## config.mk

```make
export PLATFORM = sky130hd
export DESIGN_NAME = rd_req_fifo
export DESIGN_NICKNAME = d
export VERILOG_FILES = /design/src/rtl/rd_req_fifo.sv
export SDC_FILE = /design/constraint.sdc
export NUM_CORES = 1
export LEC_CHECK = 0
export ABC_AREA = 1
export CORE_ASPECT_RATIO = 0.9
export CORE_UTILIZATION = 50
export DETAILED_ROUTE_END_ITERATION = 10
export PLACE_DENSITY = 0.84
export SLEW_MARGIN = 5
export SYNTH_ARGS = -nofsm -noshare
export SYNTH_HDL_FRONTEND = slang
export SYNTH_SLANG_ARGS = --single-unit
```

## constraint.sdc

```tcl
create_clock -name clk -period 3.49 [get_ports clk]
set_clock_uncertainty 0.05 [all_clocks]
set_input_delay 0.698 -clock clk [delete_from_list [all_inputs] [get_ports clk]]
set_output_delay 0.698 -clock clk [all_outputs]
set_load 0.005 [all_outputs]
```

## src/rtl/rd_req_fifo.sv

```systemverilog
// rd_req_fifo
// Per-master-leg request buffer sitting directly behind the read-request
// switch. Beats of {wren, addr} are stored in arrival order. They are offered
// to the target side with a show-ahead valid/ready handshake: the head entry's
// data is valid in the same cycle as out_valid.
//
// Ports
//   clk, rst           rising-edge clock, asynchronous active-high reset
//   in_req/addr/wren   push side from the switch's rd_req port
//   fifo_full          back-pressure to the switch (registered-count decode)
//   out_valid/ready    head-entry handshake toward the target
//   out_addr/out_wren  head entry (forced to 0 while empty)
//   level              current occupancy, 0..DEPTH
//   ovf_cnt            saturating count of in_req-while-full cycles; this port
//                      exists only when RD_REQ_FIFO_OVF_CNT_EN is defined
//
// Optional feature macro: RD_REQ_FIFO_OVF_CNT_EN
module rd_req_fifo #(
  parameter int AWIDTH = 32,
  parameter int DEPTH  = 4
) (
  input  logic                     clk,
  input  logic                     rst,
  input  logic                     in_req,
  input  logic [AWIDTH-1:0]        in_addr,
  input  logic                     in_wren,
  output logic                     fifo_full,
  output logic                     out_valid,
  input  logic                     out_ready,
  output logic [AWIDTH-1:0]        out_addr,
  output logic                     out_wren,
  output logic [$clog2(DEPTH):0]   level
`ifdef RD_REQ_FIFO_OVF_CNT_EN
  ,
  output logic [15:0]              ovf_cnt
`endif
);

  localparam int PW = $clog2(DEPTH);

  // Storage is deliberately not reset; the head is masked by out_valid.
  logic [AWIDTH:0] r_mem [DEPTH];
  logic [PW-1:0]   r_wr_ptr;
  logic [PW-1:0]   r_rd_ptr;
  logic [PW:0]     r_count;

  logic            w_push;
  logic            w_pop;
  logic [AWIDTH:0] w_head;

  // Flags come from the registered count only, so there is no combinational
  // path from in_req or out_ready back to the switch.
  assign fifo_full = (r_count == (PW+1)'(DEPTH));
  assign out_valid = (r_count != '0);
  assign level     = r_count;

  assign w_push = in_req && !fifo_full;
  assign w_pop  = out_valid && out_ready;

  assign w_head   = r_mem[r_rd_ptr];
  assign out_addr = out_valid ? w_head[AWIDTH-1:0] : '0;
  assign out_wren = out_valid ? w_head[AWIDTH]     : 1'b0;

  always_ff @(posedge clk) begin
    if (w_push) begin
      r_mem[r_wr_ptr] <= {in_wren, in_addr};
    end
  end

  // DEPTH is a power of two, so the pointers wrap naturally.
  always_ff @(posedge clk or posedge rst) begin
    if (rst) begin
      r_wr_ptr <= '0;
      r_rd_ptr <= '0;
      r_count  <= '0;
    end else begin
      if (w_push) r_wr_ptr <= r_wr_ptr + PW'(1);
      if (w_pop)  r_rd_ptr <= r_rd_ptr + PW'(1);
      r_count <= r_count + (PW+1)'(w_push) - (PW+1)'(w_pop);
    end
  end

`ifdef RD_REQ_FIFO_OVF_CNT_EN
  logic [15:0] r_ovf_cnt;
  logic        w_ovf;

  assign w_ovf   = in_req && fifo_full;
  assign ovf_cnt = r_ovf_cnt;

  always_ff @(posedge clk or posedge rst) begin
    if (rst) begin
      r_ovf_cnt <= '0;
    end else if (w_ovf && (r_ovf_cnt != 16'hFFFF)) begin
      r_ovf_cnt <= r_ovf_cnt + 16'd1;
    end
  end
`endif

endmodule

```

**After elaboration in Yosys (flattened, before gate mapping)**

Memories as Yosys holds them, arrays and structs flattened.
Index checks and enable logic that the tools add are counted.

- Register bits: 7
- RAM bits: 132
- Input bits: 37
- Logic and storage cells: 17
- Memories kept: 1

- Equality and inequality tests: 1
- Reduce and logical (&&, ||, !) cells: 4
- $add $sub $neg: 4
- Mux-type cells: 4

Memories:

| memory | depth | width | read ports | clocked after Yosys merged registers in | wr ports | RTL line | text |
|---|---|---|---|---|---|---|---|
| r_mem | 4 | 33 | 1 | 0 | 1 | 42 | `logic [AWIDTH:0] r_mem [DEPTH];` |

Operator list:

| kind | number |
|---|---|
| $mux W32 | 1 |
| $add A2 B1 Y2 const B | 2 |
| $add A3 B1 Y3 | 1 |
| $eq A3 B3 Y1 const B | 1 |
| $mux W1 | 3 |
| $reduce_bool A3 Y1 | 1 |
| $sub A3 B1 Y3 | 1 |
| $logic_and A1 B1 Y1 | 2 |
| $logic_not A1 Y1 | 1 |

**Longest topological paths before layout**

Gate-level depths: netlist (run 1).

- Depth after elaboration: 5
- Gate-level depth with buffers: 10

**Worst setup path after synthesis (run 1)**

OpenSTA, ideal clock, no wires.

- Kind: input-to-reg
- Start: input port in_req
- End: memory r_mem[0][0] (netlist bit), enable pin
- Arrival: 2,245 ps
- Library setup time: 423 ps
- Path buffers: 0
- Stages: 2
- Slack: 772 ps
- Cell sequence: nand2_1 -> nor2_1

- Cells in the longest elaborated chain, start to end: 3

Ends and longest elaborated chain:

| element | RTL line | text |
|---|---|---|
| from (decl) | 24 | `input logic in_req,` |
| $logic_and A1 B1 Y1 | 57 | `assign w_push = in_req && !fifo_full;` |
| $mux W1 | 65 | `if (w_push) begin` |
| $mux W1 (not written as such) | 66 | `r_mem[r_wr_ptr] <= {in_wren, in_addr};` |
| to (decl) | 42 |  |

Every way passes these cells.

**Worst setup path after layout (run 1)**

- Start: register r_count[1], in the netlist level[1]
- End: output port out_addr[0]

- Cells in the longest elaborated chain, start to end: 2

Ends and longest elaborated chain:

| element | RTL line | text |
|---|---|---|
| from (decl) | 45 | `logic [PW:0] r_count;` |
| from (signal assigned) | 79 | `r_count <= r_count + (PW+1)'(w_push) - (PW+1)'(w_pop);` |
| $reduce_bool A3 Y1 | 54 | `assign out_valid = (r_count != '0);` |
| $mux W32 | 61 | `assign out_addr = out_valid ? w_head[AWIDTH-1:0] : '0;` |
| to (decl) | 30 | `output logic [AWIDTH-1:0] out_addr,` |

Every way passes these cells.

==> impl_metrics.tcl, run 1 <==
set metrics [dict create \
    slew_headroom_pct 50.9 \
    vdd_drop_max_mv 0.619 \
    period_needed_ns 3.23 \
    fin_crit_sh_pct 92.6 \
    start_util_pct 52.1 \
    io_pins 75 \
    setup_violations 0 \
    grt_pass1_vias 4258 \
    final_common_cell "inv_1" \
    ant_nets 0 \
    port_buffers 74 \
    die_h_um 106 \
    worstRegToRegCells 9 \
    hold-worst-slack_ns 0.487 \
    rsz0062_at_grt "no" \
    tns_ns 0 \
    max-cap-violations 0 \
    r2r_slack_ns 1.12 \
    syn_avg_cell_area_um2 10.5 \
    final_area_um2 7530 \
    wl_met1_mm 5.03 \
    cts_resized 0 \
    max_freq_mhz 310 \
    htreeDepth 4 \
    critPathArrivalTime_ns 2.48 \
    critPathCaptureType "primary output" \
    syn_area_um2 6060 \
    synth_top_area_cell "edfxtp_1" \
    drive_above_1_share_pct 7.03 \
    num_rows 37 \
    drt_iter0_markers 319 \
    cts_hold_buffers 0 \
    tightest_slew_ns 0.737 \
    clk_latency_ns 0.41 \
    grt_pass1_wl_mm 20.3 \
    status "finished, final reports clean" \
    ys_warn_count 0 \
    ys_ff_latch 139 \
    root_buffer "clkbuf_16" \
    antenna_found_initial 0 \
    cp-startpoint "level[1]" \
    worstPathRequired_ns 2.74 \
    dieWidth_um 118 \
    dp_hpwl_mm 7.62 \
    synth_cells 576 \
    antenna_cells 0 \
    rr_endpoint "level[2]" \
    dr.pass1.iters 5 \
    drt-total-wl_mm 12.7 \
    critPathCapture "out_addr[0]" \
    fin_nets 700 \
    fin_cells 825 \
    leakage_nw 3.29 \
    finalPower_mw 6.54 \
    post-cts-setup-buffers 0 \
    wl_met3_um 912 \
    utilization_pct 64.8 \
    cp-start-kind "flop" \
    clkSinkCount 139 \
    yosys.area.top_type_share_pct 65.4 \
    dp_slack_ns 0.631 \
    area_growth_pct 24.3 \
    synth_area_leaders "edfxtp_1 65%, inv_1 9.2%, nand2_1 8.9%, nand3_1 5.9%, dfrtp_1 2.9%" \
    coreArea_um2 11600 \
    drv_slew 0 \
    finalHoldViolCount 0 \
    criticalPathCategory "flop to primary output" \
    place_inst 793 \
    cts_buffers 17 \
    ys_types 16 \
    gp_congestion 0.733 \
    ys_seq_area_share_pct 68.3 \
    top_layer "met4" \
    hold_path_startpoint "r_wr_ptr[1]" \
    clk_pin_slew_ns 0.05 \
    cts_buffer_depth 2 \
    placement.cell_area_um2 6950 \
    power.density_nw_per_um2 869 \
    wl_per_cell_um 15.4 \
    fin_ws_ns 0.260 \
    hold_path.class "flop to flop" \
    layout_common_cells "148 x inv_1, 144 x nand2_1, 132 x edfxtp_1" \
    wl_met2_mm 6.52 \
    rr_startpoint "level[1]" \
    num_vias 4141 \
    die_area_um2 12600 \
    via_per_inst 5.02 \
    overflow 0 \
    cts_tree "yes" \
    grt_max_degree 69 \
    cp_max_fo 18 \
    track_usage_pct 21.6 \
    syn_nets 620 \
    drcViolationCount 0 \
]
==> layout make-up <==
| cell class | count | area [um^2] |
|---|---|---|
| clock inverter | 14 | 146 |
| clock buffer | 18 | 429 |
| fill | 810 | 4090 |
| inverter | 150 | 563 |
| multi-input combinational | 262 | 1220 |
| tap | 156 | 195 |
| timing repair buffer | 86 | 831 |
| sequential | 139 | 4140 |
==> worst max-delay path: stages, from the launching register on <==
cell             delay [ns]
dfrtp_1                0.42
inv_1                  0.11
nand3_1                0.15
inv_1                  0.48
buf_4                  0.36
a21oi_1                0.09
clkdlybuf4s50_1        0.46
==> Yosys cell counts <==
library cell,n
a21oi_1,33
buf_2,18
buf_6,6
clkbuf_1,1
dfrtp_1,7
edfxtp_1,132
fa_1,1
ha_1,6
inv_1,148
inv_2,2
nand2_1,144
nand3_1,71
nor2_1,4
o21ai_0,1
xnor2_1,1
xor2_1,1
==> worst min path at each step <==
stage                       end  slack, ns  depth (start not counted)
finish              r_wr_ptr[1]       0.49                          2
detailed placement  r_wr_ptr[1]       0.48                          2
CTS                 r_rd_ptr[1]       0.49                          2
global placement    r_wr_ptr[0]       0.47                          2
floorplan           r_wr_ptr[1]       0.44                          2
global route        r_rd_ptr[1]       0.52                          2
==> kinds of logic after synthesis <==
kind of cell	Yosys count	share of synthesized area, %
AO/OA/AOI/OAI	34	2.81
AND/OR/NAND/NOR	219	15.0
flip-flops	139	68.3
adder cells (fa/ha/maj)	7	1.57
buffers and inverters	175	12.0
XOR/XNOR	2	0.289
==> state kept, by name, summed over array words and instances, names as in the netlist <==
name      count
r_mem       132
level         3
r_rd_ptr      2
r_wr_ptr      2
==> per-layer routing <==
metal	vias to the layer above	GRT usage (%)
met5	-	0
li1	1976	-
met4	0	9.34
met1	1982	25.6
met3	21	5.47
met2	162	37.5
==> power breakdown <==
group / switching (mW) / leakage (nW) / internal (mW)
Clock: 0.677 / 0.270 / 1.05
Sequential: 0.103 / 1.29 / 2.21
Combinational: 1.40 / 1.73 / 1.10
Power figures use the tool's default switching activity.
==> run 2: changes to the inputs <==
PLACE_DENSITY = 0.87   (was 0.84)
clock period = 2.8 ns   (was 3.49 ns; I/O delays follow)
==> run 2 against run 1 <==
Against the previous run:
- routed wire length up 3.4%
- cell count rose by 0.73%
- utilization rose by 0.69 points
- sequential power increased by 25%
- sequential cell count is the same
- combinational power increased by 30%
- critical endpoint is now out_addr[5]
- design area rose by 1.1%
- sequential share of layout area is 0.56 points lower
==> impl_metrics.tcl, run 2 (synthesized netlist as in run 1, its figures left out) <==
set metrics [dict create \
    status "finished, final reports clean" \
    die_h_um 106 \
    hold_path.class "input pin to async pin" \
    largest_reg_flops 132 \
    cp_slowest_cell "clkdlybuf4s50_1" \
    gp_congestion 0.770 \
    rsz0062_at_grt "yes" \
    p_comb_share_pct 39.1 \
    track_usage_pct 22.2 \
    dieWidth_um 118 \
    drcViolationCount 0 \
    top_register "r_mem" \
    slew_headroom_pct 70.7 \
    switching_power_mw 2.83 \
    multi_input_area_um2 1240 \
    clockPowerShare_pct 26.1 \
    final-seq-area_um2 4140 \
    tightest_slew_ns 0.439 \
    cp_max_fo 35 \
    critPathCaptureType "primary output" \
    final_common_cell "inv_1" \
    power.density_nw_per_um2 1090 \
    drive_above_1_share_pct 9.04 \
    dp_hpwl_mm 8.08 \
    io_pins 75 \
    leakage_nw 3.35 \
    max_stage_delay_ns 0.52 \
    num-fill-cells 810 \
    criticalPathCategory "flop to primary output" \
    r2r_slack_ns 0.63 \
    drv_slew 0 \
    area_growth_pct 25.6 \
    ant_nets 0 \
    fin_nets 706 \
    port_buffers 74 \
    wl_per_cell_um 15.8 \
    post-cts-setup-buffers 0 \
    antenna_cells 0 \
    root_buffer "clkbuf_16" \
    drt-total-wl_mm 13.1 \
    place_inst 799 \
    die_area_um2 12600 \
    start_util_pct 52.1 \
    wl_met3_mm 1.14 \
    critPathArrivalTime_ns 2.11 \
    switching_share_pct 34.2 \
    fin_crit_sh_pct 97.2 \
    cts_tree "yes" \
    htreeDepth 4 \
    max-cap-violations 0 \
    setup_violations 0 \
    cts_hold_buffers 0 \
    finalHoldViolCount 0 \
    clk_latency_ns 0.41 \
    grt_pass1_wl_mm 21.0 \
    worstPathRequired_ns 2.19 \
    cts_buffers 17 \
    dr.pass1.iters 6 \
    utilization_pct 65.5 \
    p_seq_share_pct 34.8 \
    overflow 0 \
    via_per_inst 5.08 \
    layout_common_cells "148 x inv_1, 144 x nand2_1, 132 x edfxtp_1" \
    wl_met2_mm 6.95 \
    coreArea_um2 11600 \
    num_rows 37 \
    drt_iter0_markers 288 \
    antenna_found_initial 0 \
    fin_cells 831 \
    cts_buffer_depth 2 \
    grt_pass1_vias 4451 \
    top_layer "met4" \
    clkSinkCount 139 \
    wl_met1_mm 4.80 \
    clk_pin_slew_ns 0.06 \
    period_needed_ns 2.72 \
    max_freq_mhz 368 \
    vdd_drop_max_mv 0.600 \
    worstPathCellList "buf_4 > nand3_1 > a21oi_2 > clkdlybuf4s50_1" \
    p_int_mw 5.45 \
    num_vias 4225 \
    grt_max_degree 39 \
    cp-start-kind "flop" \
]
-- run 2: power groups by stage --
| stage | Sequential [mW] | Clock, mW | Combinational (mW) |
|---|---|---|---|
| after detailed placement | 2.92 | 0 | 3.17 |
| after global routing | 2.91 | 2.26 | 3.55 |
| after floorplan | 2.90 | 0 | 1.70 |
| after CTS | 2.88 | 2.18 | 3.24 |
| final | 2.88 | 2.16 | 3.24 |
| after global placement | 2.89 | 0 | 3.08 |
-- run 2: critical path: cells and delay by family, from the launching register on --
kind | cells | cell delay (ns)
AO/OA/AOI/OAI | 1 | 0.20
AND/OR/NAND/NOR | 1 | 0.21
buffers and inverters | 2 | 0.93
flip-flops | 1 | 0.36
-- run 2: final timing paths --
kind | startpoint | cells past startpoint | to
min in group clk | r_wr_ptr[0] | 2 | r_wr_ptr[0]
max in group asynchronous | rst | 2 | r_rd_ptr[0]
setup reg to reg | level[1] | 10 | level[2]
hold / removal | rst | 2 | level[2]
setup / recovery | r_rd_ptr[1] | 4 | out_addr[5]
hold reg to reg | r_wr_ptr[0] | 2 | r_wr_ptr[0]
-- run 2: area by class of cell --
cell class | instances | share of cell area (%)
Sequential cell | 139 | 54.4
Multi-Input combinational cell | 262 | 16.2
Timing Repair Buffer | 92 | 11.8
Inverter | 150 | 7.40
Clock buffer | 17 | 5.59
Tap cell | 156 | 2.57
Clock inverter | 15 | 1.99
-- run 2: metrics by stage --
stage / TNS [ns] / hold WS (ns) / power [mW] / area [um^2] / worst slack (ns)
after global routing: -0.0246 / 0.378 / 8.72 / 7610 / -0.0246
final: 0 / 0.326 / 8.28 / 7610 / 0.0794
after CTS: 0 / 0.328 / 8.29 / 7590 / 0.0130
after detailed placement: 0 / 0.474 / 6.09 / 7010 / 0.310
after global placement: 0 / 0.461 / 5.98 / 7010 / 0.401
after floorplan: 0 / 0.313 / 4.60 / 6060 / 0.161
-- run 2: per-layer routing --
layer | GRT usage, % | vias up
met5 | 0 | -
met4 | 9.62 | 0
met3 | 5.63 | 23
met2 | 40.8 | 201
met1 | 24.2 | 2007
li1 | - | 1994
-- run 2: timing repair --
action,CTS,global route
resized for setup,1,5
endpoints found under the setup margin,1,24
gates cloned,0,0
